[config.mk]
export PLATFORM = sky130hd
export DESIGN_NAME = uart_rx
export DESIGN_NICKNAME = d
export VERILOG_FILES = /design/src/rtl/uart_rx_pkg.sv /design/src/rtl/uart_rx_sync.sv /design/src/rtl/uart_rx.sv
export SDC_FILE = /design/constraint.sdc
export NUM_CORES = 1
export LEC_CHECK = 0
export CAP_MARGIN = 15
export CORE_MARGIN = 2
export CORE_UTILIZATION = 49
export CTS_CLUSTER_DIAMETER = 200
export DETAILED_ROUTE_END_ITERATION = 16
export PLACE_DENSITY = 0.79
export SLEW_MARGIN = 10
export SYNTH_ARGS = -nofsm -noshare
export SYNTH_HDL_FRONTEND = slang
export SYNTH_SLANG_ARGS = --single-unit
[constraint.sdc]
create_clock -name clk -period 1.6 [get_ports clk]
set_clock_uncertainty 0.15 [all_clocks]
set_input_delay 0.4 -clock clk [delete_from_list [all_inputs] [get_ports clk]]
set_output_delay 0.4 -clock clk [all_outputs]
set_load 0.005 [all_outputs]
[src/rtl/uart_rx_pkg.sv]
// uart_rx_pkg: frame codes shared with the transmit side, receiver FSM states and parity helper.
package uart_rx_pkg;

    localparam logic [1:0] CK_SPACE = 2'b00;
    localparam logic [1:0] CK_ODD   = 2'b01;
    localparam logic [1:0] CK_EVEN  = 2'b10;
    localparam logic [1:0] CK_MARK  = 2'b11;

    localparam logic [1:0] STOP_1   = 2'b00;
    localparam logic [1:0] STOP_1P5 = 2'b01;
    localparam logic [1:0] STOP_2   = 2'b10;

    typedef enum logic [2:0] {ST_IDLE, ST_START, ST_DATA, ST_PARITY, ST_STOP} state_t;

    function automatic logic exp_parity(input logic [1:0] mode, input logic [7:0] d);
        return mode == CK_ODD ? ~^d : mode == CK_EVEN ? ^d : mode == CK_MARK;
    endfunction

endpackage

[src/rtl/uart_rx_sync.sv]
// uart_rx_sync: 2-FF synchronizer for the asynchronous rxd pin plus a falling-edge detect flop.
module uart_rx_sync (
    input  logic clk,
    input  logic rst,
    input  logic rxd,
    output logic rxd_s,
    output logic fall
);

    logic [2:0] sh;

    always_ff @(posedge clk) begin
        if (rst) sh <= 3'b111;
        else     sh <= {sh[1:0], rxd};
    end

    assign rxd_s = sh[1];
    assign fall  = sh[2] & ~sh[1];

endmodule

[src/rtl/uart_rx.sv]
// uart_rx: 8N1/8x1 UART receiver, single mid-bit sample at count BPS_CNT/2-1.
// Define UART_RX_MAJORITY_EN for a 2-of-3 vote around mid-bit; all pulses then move one cycle later.
module uart_rx
    import uart_rx_pkg::*;
#(
    parameter int         BPS_CNT       = 100,
    parameter logic       CHECKSUM_EN   = 1'b0,
    parameter logic [1:0] CHECKSUM_MODE = CK_SPACE,
    parameter logic [1:0] STOP_BIT_W    = STOP_1
) (
    input  logic       clk,
    input  logic       rst,
    input  logic       rxd,
    output logic [7:0] rx_data,
    output logic       rx_valid,
    output logic       rx_busy,
    output logic       parity_err,
    output logic       frame_err
);

    localparam int            CW   = $clog2(BPS_CNT);
    localparam logic [CW-1:0] LAST = CW'(BPS_CNT - 1);
    localparam logic [CW-1:0] MID  = CW'(BPS_CNT / 2 - 1);

    state_t        state, state_nx;
    logic [CW-1:0] cnt;
    logic [2:0]    bit_idx;
    logic [7:0]    shift;
    logic          rxd_s, fall, smp, smp_val, par_bad, stop_b, fin, good;

    always_comb assert (BPS_CNT >= 8 && STOP_BIT_W inside {STOP_1, STOP_1P5, STOP_2});

    uart_rx_sync u_sync (
        .clk   (clk),
        .rst   (rst),
        .rxd   (rxd),
        .rxd_s (rxd_s),
        .fall  (fall)
    );

`ifdef UART_RX_MAJORITY_EN
    logic [1:0] vote;

    always_ff @(posedge clk) begin
        if (rst) begin
            vote <= 2'b11;
        end else begin
            if (cnt == MID - 1'b1) vote[0] <= rxd_s;
            if (cnt == MID) vote[1] <= rxd_s;
        end
    end

    assign smp     = cnt == MID + 1'b1;
    assign smp_val = (vote[0] & vote[1]) | (rxd_s & (vote[0] | vote[1]));
`else
    assign smp     = cnt == MID;
    assign smp_val = rxd_s;
`endif

    // Bit timing restarts on the start edge so every sample lands mid-bit.
    always_ff @(posedge clk) begin
        if (rst) cnt <= '0;
        else     cnt <= (state == ST_IDLE && fall) || cnt == LAST ? '0 : cnt + 1'b1;
    end

    always_ff @(posedge clk) begin
        state <= rst ? ST_IDLE : state_nx;
    end

    always_comb begin
        state_nx = state;
        case (state)
            ST_IDLE:   if (fall) state_nx = ST_START;
            ST_START:  if (smp) state_nx = smp_val ? ST_IDLE : ST_DATA;
            ST_DATA:   if (smp && bit_idx == 3'd7) state_nx = CHECKSUM_EN ? ST_PARITY : ST_STOP;
            ST_PARITY: if (smp) state_nx = ST_STOP;
            ST_STOP:   if (smp) state_nx = ST_IDLE;
            default:   state_nx = ST_IDLE;
        endcase
    end

    always_ff @(posedge clk) begin
        if (rst) begin
            bit_idx <= '0;
            shift   <= '0;
            par_bad <= 1'b0;
            stop_b  <= 1'b1;
            fin     <= 1'b0;
        end else begin
            fin <= state == ST_STOP && smp;
            if (state == ST_IDLE) begin
                bit_idx <= '0;
                par_bad <= 1'b0;
            end
            if (state == ST_DATA && smp) begin
                shift   <= {smp_val, shift[7:1]};
                bit_idx <= bit_idx + 1'b1;
            end
            if (state == ST_PARITY && smp) par_bad <= smp_val != exp_parity(CHECKSUM_MODE, shift);
            if (state == ST_STOP && smp) stop_b <= smp_val;
        end
    end

    // Verdict lands one cycle after mid-stop, when the FSM is already back in IDLE.
    assign good = stop_b & ~par_bad;

    always_ff @(posedge clk) begin
        if (rst) begin
            rx_data    <= '0;
            rx_valid   <= 1'b0;
            parity_err <= 1'b0;
            frame_err  <= 1'b0;
        end else begin
            rx_valid   <= fin & good;
            parity_err <= fin & par_bad;
            frame_err  <= fin & ~stop_b;
            if (fin && good) rx_data <= shift;
        end
    end

    assign rx_busy = state != ST_IDLE;

endmodule

==> results.tsv, run 1 <==
metric	value	unit
initial drt markers	38	
CORE AREA	0.00300	sq mm
worst slew pin tran	0.234	ns
CTS Hold Buffers Added	0	
input/output buffers	14	
Synth Area in Adders	0.0331	
Post-route DRC	0	
HPWL after detailed placement	2080	microns
Placed Instance Area	0.00184	sq mm
layout cell share with drive strength beyond 1	0.384	
vias post-DR	1234	
fin crit period	1.80	ns
multiplexer area fraction after synthesis	0.119	
Ports	15	
DRT Pass-1 Iters	4	
worst skew pair latency	0.35	ns
HP Class	reg -> reg	
max_cap viols	0	
cell area after layout	0.00211	sq mm
critical path startpoint category	register	
max-slew violations	0	
Synth Area in XOR/XNOR	0.0289	
Worst setup EP type	register	
height of the die	59.6	microns
Max Root-Sink Buffers	2	
post-synthesis sequential area ratio	0.503	
post-synthesis compound-gate area fraction	0.0612	
fin nets	204	
EDFF count, synth	0	
most frequent cells in the layout	nor2_1, dfxtp_1, buf_4	
total global routing overflow	0	
flop2flop setup slack	-0.20	ns
gr usage total	0.205	
CTS tree	built	
max_slew headroom	0.842	
largest net degree at the start of global routing	31	
routed len/inst	14.2	microns
final period utilization	1.12	
Worst EP required	1.69	ns
Syn Inst Count	156	
Crit Path Class	reg -> reg	
antenna violations before repair	0	
Mapped Nets	163	
maximum VDD drop	0.000622	V
fill cell count	225	
Synth Area per Inst	9.70	sq um
Post-synth ARST share	0	
TritonCTS Buffers	5	
global placer's final weighted congestion	0.840	
area grow syn2layout	39.8	%
most common cell after layout, fill and taps aside	nor2_1	
Power Density	916	mW/mm^2
die width	59.6	microns
Cell Rows	20	
Synth cell types	36	
crit-path max FO	6	
RSZ-0062 raised after global routing	yes	
CTS H-tree depth	2	
Final TNS setup	-2.18	ns
failing checks	setup timing	
largest family of logic cells by synthesized area	simple AND/OR/NAND/NOR gates	
Fin. Hold Viols	0	
DRT antenna net count	0	
status	complete, but fails checks	
clock slew at reported path FFs	0.11	ns
Total Die Area	0.00355	sq mm
Simple-Gate Fraction of Synth Area	0.214	
post-route insts no fill	231	
Leak	0.988	nW
overall power	1.94	mW
Primary FF master, synth	dfxtp_1	
placed instance count	216	
CTS Sinks	38	
vias in the first global route	1207	
vias per std cell	5.34	
final core occ	0.704	
Final Routed Wirelength	3280	microns
crit path DAT	1.89	ns
final worst slack	-0.199	ns
Ys Warns	0	
root buffer cell	clkbuf_4	
first-pass GRT wire length	5350	microns
ANT cells	0	
Starting Density	0.504	
Synth Cell Area	0.00151	sq mm
FMAX	556	MHz
#FFs+latches synth	38	
Setup violations, final	16	
[final cells by class]
cell class                      count  area (sq um)  area share
Clock buffer                        6          51.3      0.0243
Clock inverter                      2          60.1      0.0284
Inverter                            6          22.5      0.0107
Multi-Input combinational cell    105           818       0.387
Sequential cell                    38           782       0.370
Tap cell                           33          41.3      0.0195
Timing Repair Buffer               41           339       0.160
[synthesized netlist by cell type, types with 2 or more instances]
library cell  count  area, sq um
a21oi_1           2         10.0
clkbuf_1          6         22.5
dfxtp_1          38          761
ha_1              4         50.1
inv_1             6         22.5
mux2i_1          18          180
nand2_1           7         26.3
nand2b_1          3         18.8
nand3_1           7         35.0
nor2_1           27          101
nor3_1            3         15.0
nor3b_1           2         15.0
o21ai_0           4         20.0
or2_2             4         25.0
xnor2_1           4         35.0
[per-layer routing]
| metal | track usage | up-vias | wire length (microns) |
|---|---|---|---|
| met3 | 0.0699 | 8 | 113 |
| met5 | 0 | - | 0 |
| met1 | 0.224 | 588 | 1350 |
| met2 | 0.370 | 22 | 1770 |
| met4 | 0.0603 | 0 | 44 |
| li1 | - | 616 | - |
[stage by stage]
step / hold WS, ns / worst slack, ns
2_1_floorplan: 0.239 / -0.104
3_3_place_gp: 0.245 / -0.282
3_5_place_dp: 0.270 / -0.361
4_1_cts: 0.297 / -0.195
5_1_grt: 0.301 / -0.263
6_report: 0.299 / -0.199
[path summary, 6_finish.rpt]
check,startpoint,endpoint,depth (start not counted)
worst min-delay path,u_sync.sh[0],u_sync.sh[1],1
worst max-delay path,cnt[1],shift[4],6
worst max register to register,cnt[1],shift[4],6
worst min register to register,u_sync.sh[0],u_sync.sh[1],1
[critical path, cell delays in order, from the launching register on]
cell and delay (ns):
dfxtp_2 0.34, inv_2 0.06, ha_4 0.11, nand4b_1 0.17
or4b_4 0.61, mux2i_1 0.19, nor2_1 0.06
[cells by family (layout without fill, tap and decap cells)]
kind of cell	count (synthesis)	after routing
fa+ha+maj	4	4
mux	18	18
compound gates	14	14
flops	38	38
xor+xnor	5	5
buf+inv	14	55
simple gates	63	64
[where the power goes]
part	switching, mW	internal, mW
Combinational	0.0615	0.0608
Clock	0.320	0.529
Sequential	0.00920	0.956
Total	0.390	1.55
[state kept, by name (all words and copies together) (netlist names)]
signal and flops:
stop_b 1, u_sync.sh 3, cnt 7, bit_idx 3, par_bad 1, state 3
rx_valid 1, rx_data 8, frame_err 1, fin 1, shift 8, parity_err 1
[timing repair]
item,CTS,global route
pin swaps,6,7
resized for setup,41,15
hold endpoints to repair,0,0
cloned,1,0
setup endpoints to repair,34,24
setup buffers,3,3
Note: power is estimated with default switching activity, not from simulation.
==> inputs of run 2 (changes only) <==
--- a/config.mk
+++ b/config.mk
@@ -6,10 +6,12 @@
 export NUM_CORES = 1
 export LEC_CHECK = 0
 export CAP_MARGIN = 15
+export CORE_ASPECT_RATIO = 0.7
 export CORE_MARGIN = 2
 export CORE_UTILIZATION = 49
 export CTS_CLUSTER_DIAMETER = 200
 export DETAILED_ROUTE_END_ITERATION = 16
+export HOLD_SLACK_MARGIN = 0.05
 export PLACE_DENSITY = 0.79
 export SLEW_MARGIN = 10
 export SYNTH_ARGS = -nofsm -noshare
==> results.tsv, run 2 (same netlist as run 1, synthesis figures left out) <==
metric	value	unit
status	complete, but fails checks	
failing checks	setup timing	
Fin. Hold Viols	0	
initial drt markers	52	
Leak	0.955	nW
overall power	1.87	mW
CTS Sinks	38	
HP Class	reg -> reg	
pre-CTS WS	-0.350	ns
DRT antenna net count	0	
crit path DAT	1.88	ns
global placer's final weighted congestion	0.774	
post-route insts no fill	230	
clock slew at reported path FFs	0.07	ns
Final Routed Wirelength	3480	microns
Worst setup EP type	register	
crit path capture	state[1]	
die width	70.4	microns
FMAX	550	MHz
vias post-DR	1238	
final period utilization	1.14	
first-pass GRT wire length	5420	microns
Crit Reg-Reg Endpoint	state[1]	
Final TNS setup	-2.64	ns
Power Density	906	mW/mm^2
fin crit period	1.82	ns
most frequent cells in the layout	dfxtp_1, nor2_1, buf_4	
input/output buffers	14	
Starting Density	0.528	
most common cell after layout, fill and taps aside	dfxtp_1	
gr usage total	0.205	
flop2flop setup slack	-0.22	ns
biggest regs	rx_data: 8 flops, shift: 8 flops, cnt: 7 flops	
routed len/inst	15.1	microns
max-slew violations	0	
final hold slack	0.264	ns
height of the die	50.5	microns
Ports	15	
ANT cells	0	
worst skew pair latency	0.29	ns
cell area after layout	0.00207	sq mm
critical path startpoint category	register	
area grow syn2layout	36.6	%
layout cell share with drive strength beyond 1	0.320	
crit-path max FO	7	
TritonCTS Buffers	5	
total global routing overflow	0	
worst slew pin tran	0.306	ns
Cell Rows	16	
Total Die Area	0.00355	sq mm
reg2reg path depth	7	
Max Root-Sink Buffers	2	
HPWL after detailed placement	2140	microns
largest net degree at the start of global routing	31	
placed instance count	216	
antenna violations before repair	0	
CP startpoint	cnt[1]	
Placed Instance Area	0.00182	sq mm
max_cap viols	0	
Crit Path Class	reg -> reg	
final worst slack	-0.219	ns
Post-route DRC	0	
sequential cell area	771	sq um
Setup violations, final	16	
CORE AREA	0.00286	sq mm
CTS tree	built	
DRT Pass-1 Iters	4	
final core occ	0.722	
vias in the first global route	1157	
Worst EP required	1.66	ns
CTS H-tree depth	2	
RSZ-0062 raised after global routing	yes	
max_slew headroom	0.796	
Multi-input gate area	817	sq um
vias per std cell	5.38	
fill cell count	190	
worst flop-to-flop path startpoint	cnt[1]	
maximum VDD drop	0.000555	V
root buffer cell	clkbuf_8	
fin nets	200	
==> run 2: cell count changes in the layout (fill, tap and decap cells not counted), moves of 2 or more <==
cell	change
dfxtp_2	-6
buf_4	-3
dfxtp_1	+7
clkbuf_4	-5
clkbuf_1	+2
clkbuf_8	+4
==> run 2: how the worst min path moves through the flow <==
stage / from / to / cells after the start
CTS: u_sync.sh[0] / u_sync.sh[1] / 1
global placement: u_sync.sh[0] / u_sync.sh[1] / 1
detailed placement: u_sync.sh[0] / u_sync.sh[1] / 1
floorplan: u_sync.sh[0] / u_sync.sh[1] / 1
global route: u_sync.sh[0] / u_sync.sh[1] / 1
finish: u_sync.sh[0] / u_sync.sh[1] / 1
==> run 2: area by class of cell <==
type	instances	share of cell area
multi-input combinational	105	0.395
inverter	6	0.0109
clock buffer	7	0.0369
clock inverter	1	0.0145
sequential	38	0.373
timing repair buffer	37	0.148
tap	36	0.0218
==> run 2: critical path, stage by stage (launching register included) <==
cell      delay (ns)
dfxtp_2         0.33
inv_2           0.06
ha_4            0.12
nand4b_1        0.17
buf_4           0.21
or2_4           0.28
a32oi_2         0.21
mux2i_1         0.21
==> run 2: report_power, final <==
group          internal [mW]  leakage, nW  total [mW]  switching, mW
clock                  0.466       0.0524       0.787          0.321
combinational         0.0584        0.592       0.119         0.0607
sequential             0.958        0.311       0.967        0.00924
total                   1.48        0.955        1.87          0.391
==> run 2: what timing repair did <==
item                                    CTS  global route
hold buffers                              0             0
pin swaps                                 7             3
endpoints found under the setup margin   31            24
cloned                                    1             0
buffers inserted                          5             2
resized for setup                        34            12
==> run 2: per-layer routing <==
layer | wire (microns) | GRT usage
met1 | 1550 | 0.243
met2 | 1750 | 0.338
met3 | 113 | 0.0542
met4 | 73 | 0.115
met5 | 0 | 0
==> inputs of run 3 (changes only) <==
--- a/config.mk
+++ b/config.mk
@@ -7,12 +7,13 @@
 export LEC_CHECK = 0
 export CAP_MARGIN = 15
 export CORE_ASPECT_RATIO = 0.7
-export CORE_MARGIN = 2
+export CORE_MARGIN = 10
 export CORE_UTILIZATION = 49
 export CTS_CLUSTER_DIAMETER = 200
 export DETAILED_ROUTE_END_ITERATION = 16
 export HOLD_SLACK_MARGIN = 0.05
 export PLACE_DENSITY = 0.79
+export SKIP_LAST_GASP = 1
 export SLEW_MARGIN = 10
 export SYNTH_ARGS = -nofsm -noshare
 export SYNTH_HDL_FRONTEND = slang
==> results.tsv, run 3 (same netlist as run 1, synthesis figures left out) <==
metric	value	unit
vias post-DR	1227	
max_cap viols	0	
post-route insts no fill	232	
input/output buffers	14	
DRT antenna net count	0	
critical path startpoint category	register	
CTS H-tree depth	2	
Worst EP required	1.62	ns
max-slew violations	0	
crit-path max FO	6	
Multi-input gate area	801	sq um
RSZ-0062 raised after global routing	yes	
fin crit period	1.80	ns
Total Die Area	0.00574	sq mm
GR peak layer	met2	
Max Root-Sink Buffers	2	
FMAX	555	MHz
ANT cells	0	
Starting Density	0.525	
root buffer cell	clkbuf_8	
Cell Rows	16	
vias in the first global route	1196	
status	complete, but fails checks	
area grow syn2layout	35.4	%
final worst slack	-0.201	ns
biggest regs	rx_data: 8 flops, shift: 8 flops, cnt: 7 flops	
cell area after layout	0.00205	sq mm
largest net degree at the start of global routing	31	
final period utilization	1.13	
Fin. Hold Viols	0	
CTS tree	built	
CTS Sinks	38	
final hold slack	0.270	ns
height of the die	66.5	microns
global placer's final weighted congestion	0.809	
Worst setup EP type	register	
sequential cell area	773	sq um
worst skew pair latency	0.29	ns
Placed Instance Area	0.00182	sq mm
GRT met3 Usage	0.0462	
CORE AREA	0.00288	sq mm
Post-route DRC	0	
fin nets	202	
Power Density	855	mW/mm^2
routed len/inst	14.7	microns
gr usage total	0.121	
met1 Track Usage GR	0.131	
fill cell count	226	
HPWL after detailed placement	2210	microns
worst slew pin tran	0.436	ns
initial drt markers	50	
die width	86.4	microns
TritonCTS Buffers	5	
Leak	0.960	nW
max_slew headroom	0.708	
failing checks	setup timing	
vias per std cell	5.29	
Final Routed Wirelength	3400	microns
crit path DAT	1.82	ns
HP Class	reg -> reg	
first-pass GRT wire length	5460	microns
placed instance count	217	
Ports	15	
grt met2 use	0.200	
most frequent cells in the layout	dfxtp_1, nor2_1, buf_4	
antenna violations before repair	0	
total global routing overflow	0	
maximum VDD drop	0.000555	V
DRT Pass-1 Iters	4	
layout cell share with drive strength beyond 1	0.316	
most common cell after layout, fill and taps aside	dfxtp_1	
Crit Path Class	reg -> reg	
clock slew at reported path FFs	0.07	ns
Setup violations, final	15	
## run 3: cell types whose count changed in the layout (fill, tap and decap cells not counted), moves of 2 or more
cell | before | now
clkbuf_1 | 2 | 0
dfxtp_1 | 30 | 32
buf_4 | 20 | 24
dfxtp_2 | 8 | 4
dfxtp_4 | 0 | 2
buf_6 | 3 | 1
## run 3: worst max-delay path, cell delays in order, from the launching register on
cell and delay (ns):
dfxtp_2 0.32, inv_2 0.06, ha_4 0.11, nand4b_1 0.18
or4b_4 0.62, mux2i_1 0.18, nor2_1 0.06
## run 3: area by class of cell
cell class / instances / area share
multi-input combinational: 105 / 0.391
sequential: 38 / 0.378
tap: 36 / 0.0220
clock inverter: 2 / 0.00611
timing repair buffer: 39 / 0.152
clock buffer: 6 / 0.0403
inverter: 6 / 0.0110
## run 3: stage by stage
stage               worst slack (ns)  power [mW]   util  setup TNS [ns]
CTS                           -0.177        1.76  0.698           -1.68
detailed placement            -0.328        1.08  0.633           -3.90
finish                        -0.201        1.75  0.711           -2.04
floorplan                     -0.104        1.04      -          -0.728
global placement              -0.300        1.08  0.633           -3.22
global route                  -0.275        1.81  0.711           -3.09
## run 3: where the power goes
group / internal (mW) / total (mW) / switching [mW]
registers: 0.954 / 0.962 / 0.00811
logic: 0.0540 / 0.108 / 0.0545
clock network: 0.346 / 0.680 / 0.334
total: 1.35 / 1.75 / 0.397
## run 3: timing repair
item                       CTS  global route
resized for setup           33             9
setup buffers                4             2
hold buffers                 0             0
setup endpoints to repair   31            23
hold endpoints to repair     0             0
pin swaps                    6            11
gates cloned                 1             0
## run 3: routing by layer
metal  vias to the layer above  wire length (microns)
met3                         9                    177
met1                       584                   1480
met5                         -                      0
met4                         0                     65
met2                        22                   1680
li1                        612                      -
## run 3: path summary, 6_finish.rpt
| check | startpoint | endpoint | slack, ns | depth (start not counted) |
|---|---|---|---|---|
| hold reg to reg | u_sync.sh[0] | u_sync.sh[1] | 0.27 | 1 |
| setup reg to reg | cnt[1] | shift[0] | -0.20 | 6 |
| hold / removal | u_sync.sh[0] | u_sync.sh[1] | 0.27 | 1 |
| setup / recovery | cnt[1] | shift[0] | -0.20 | 6 |
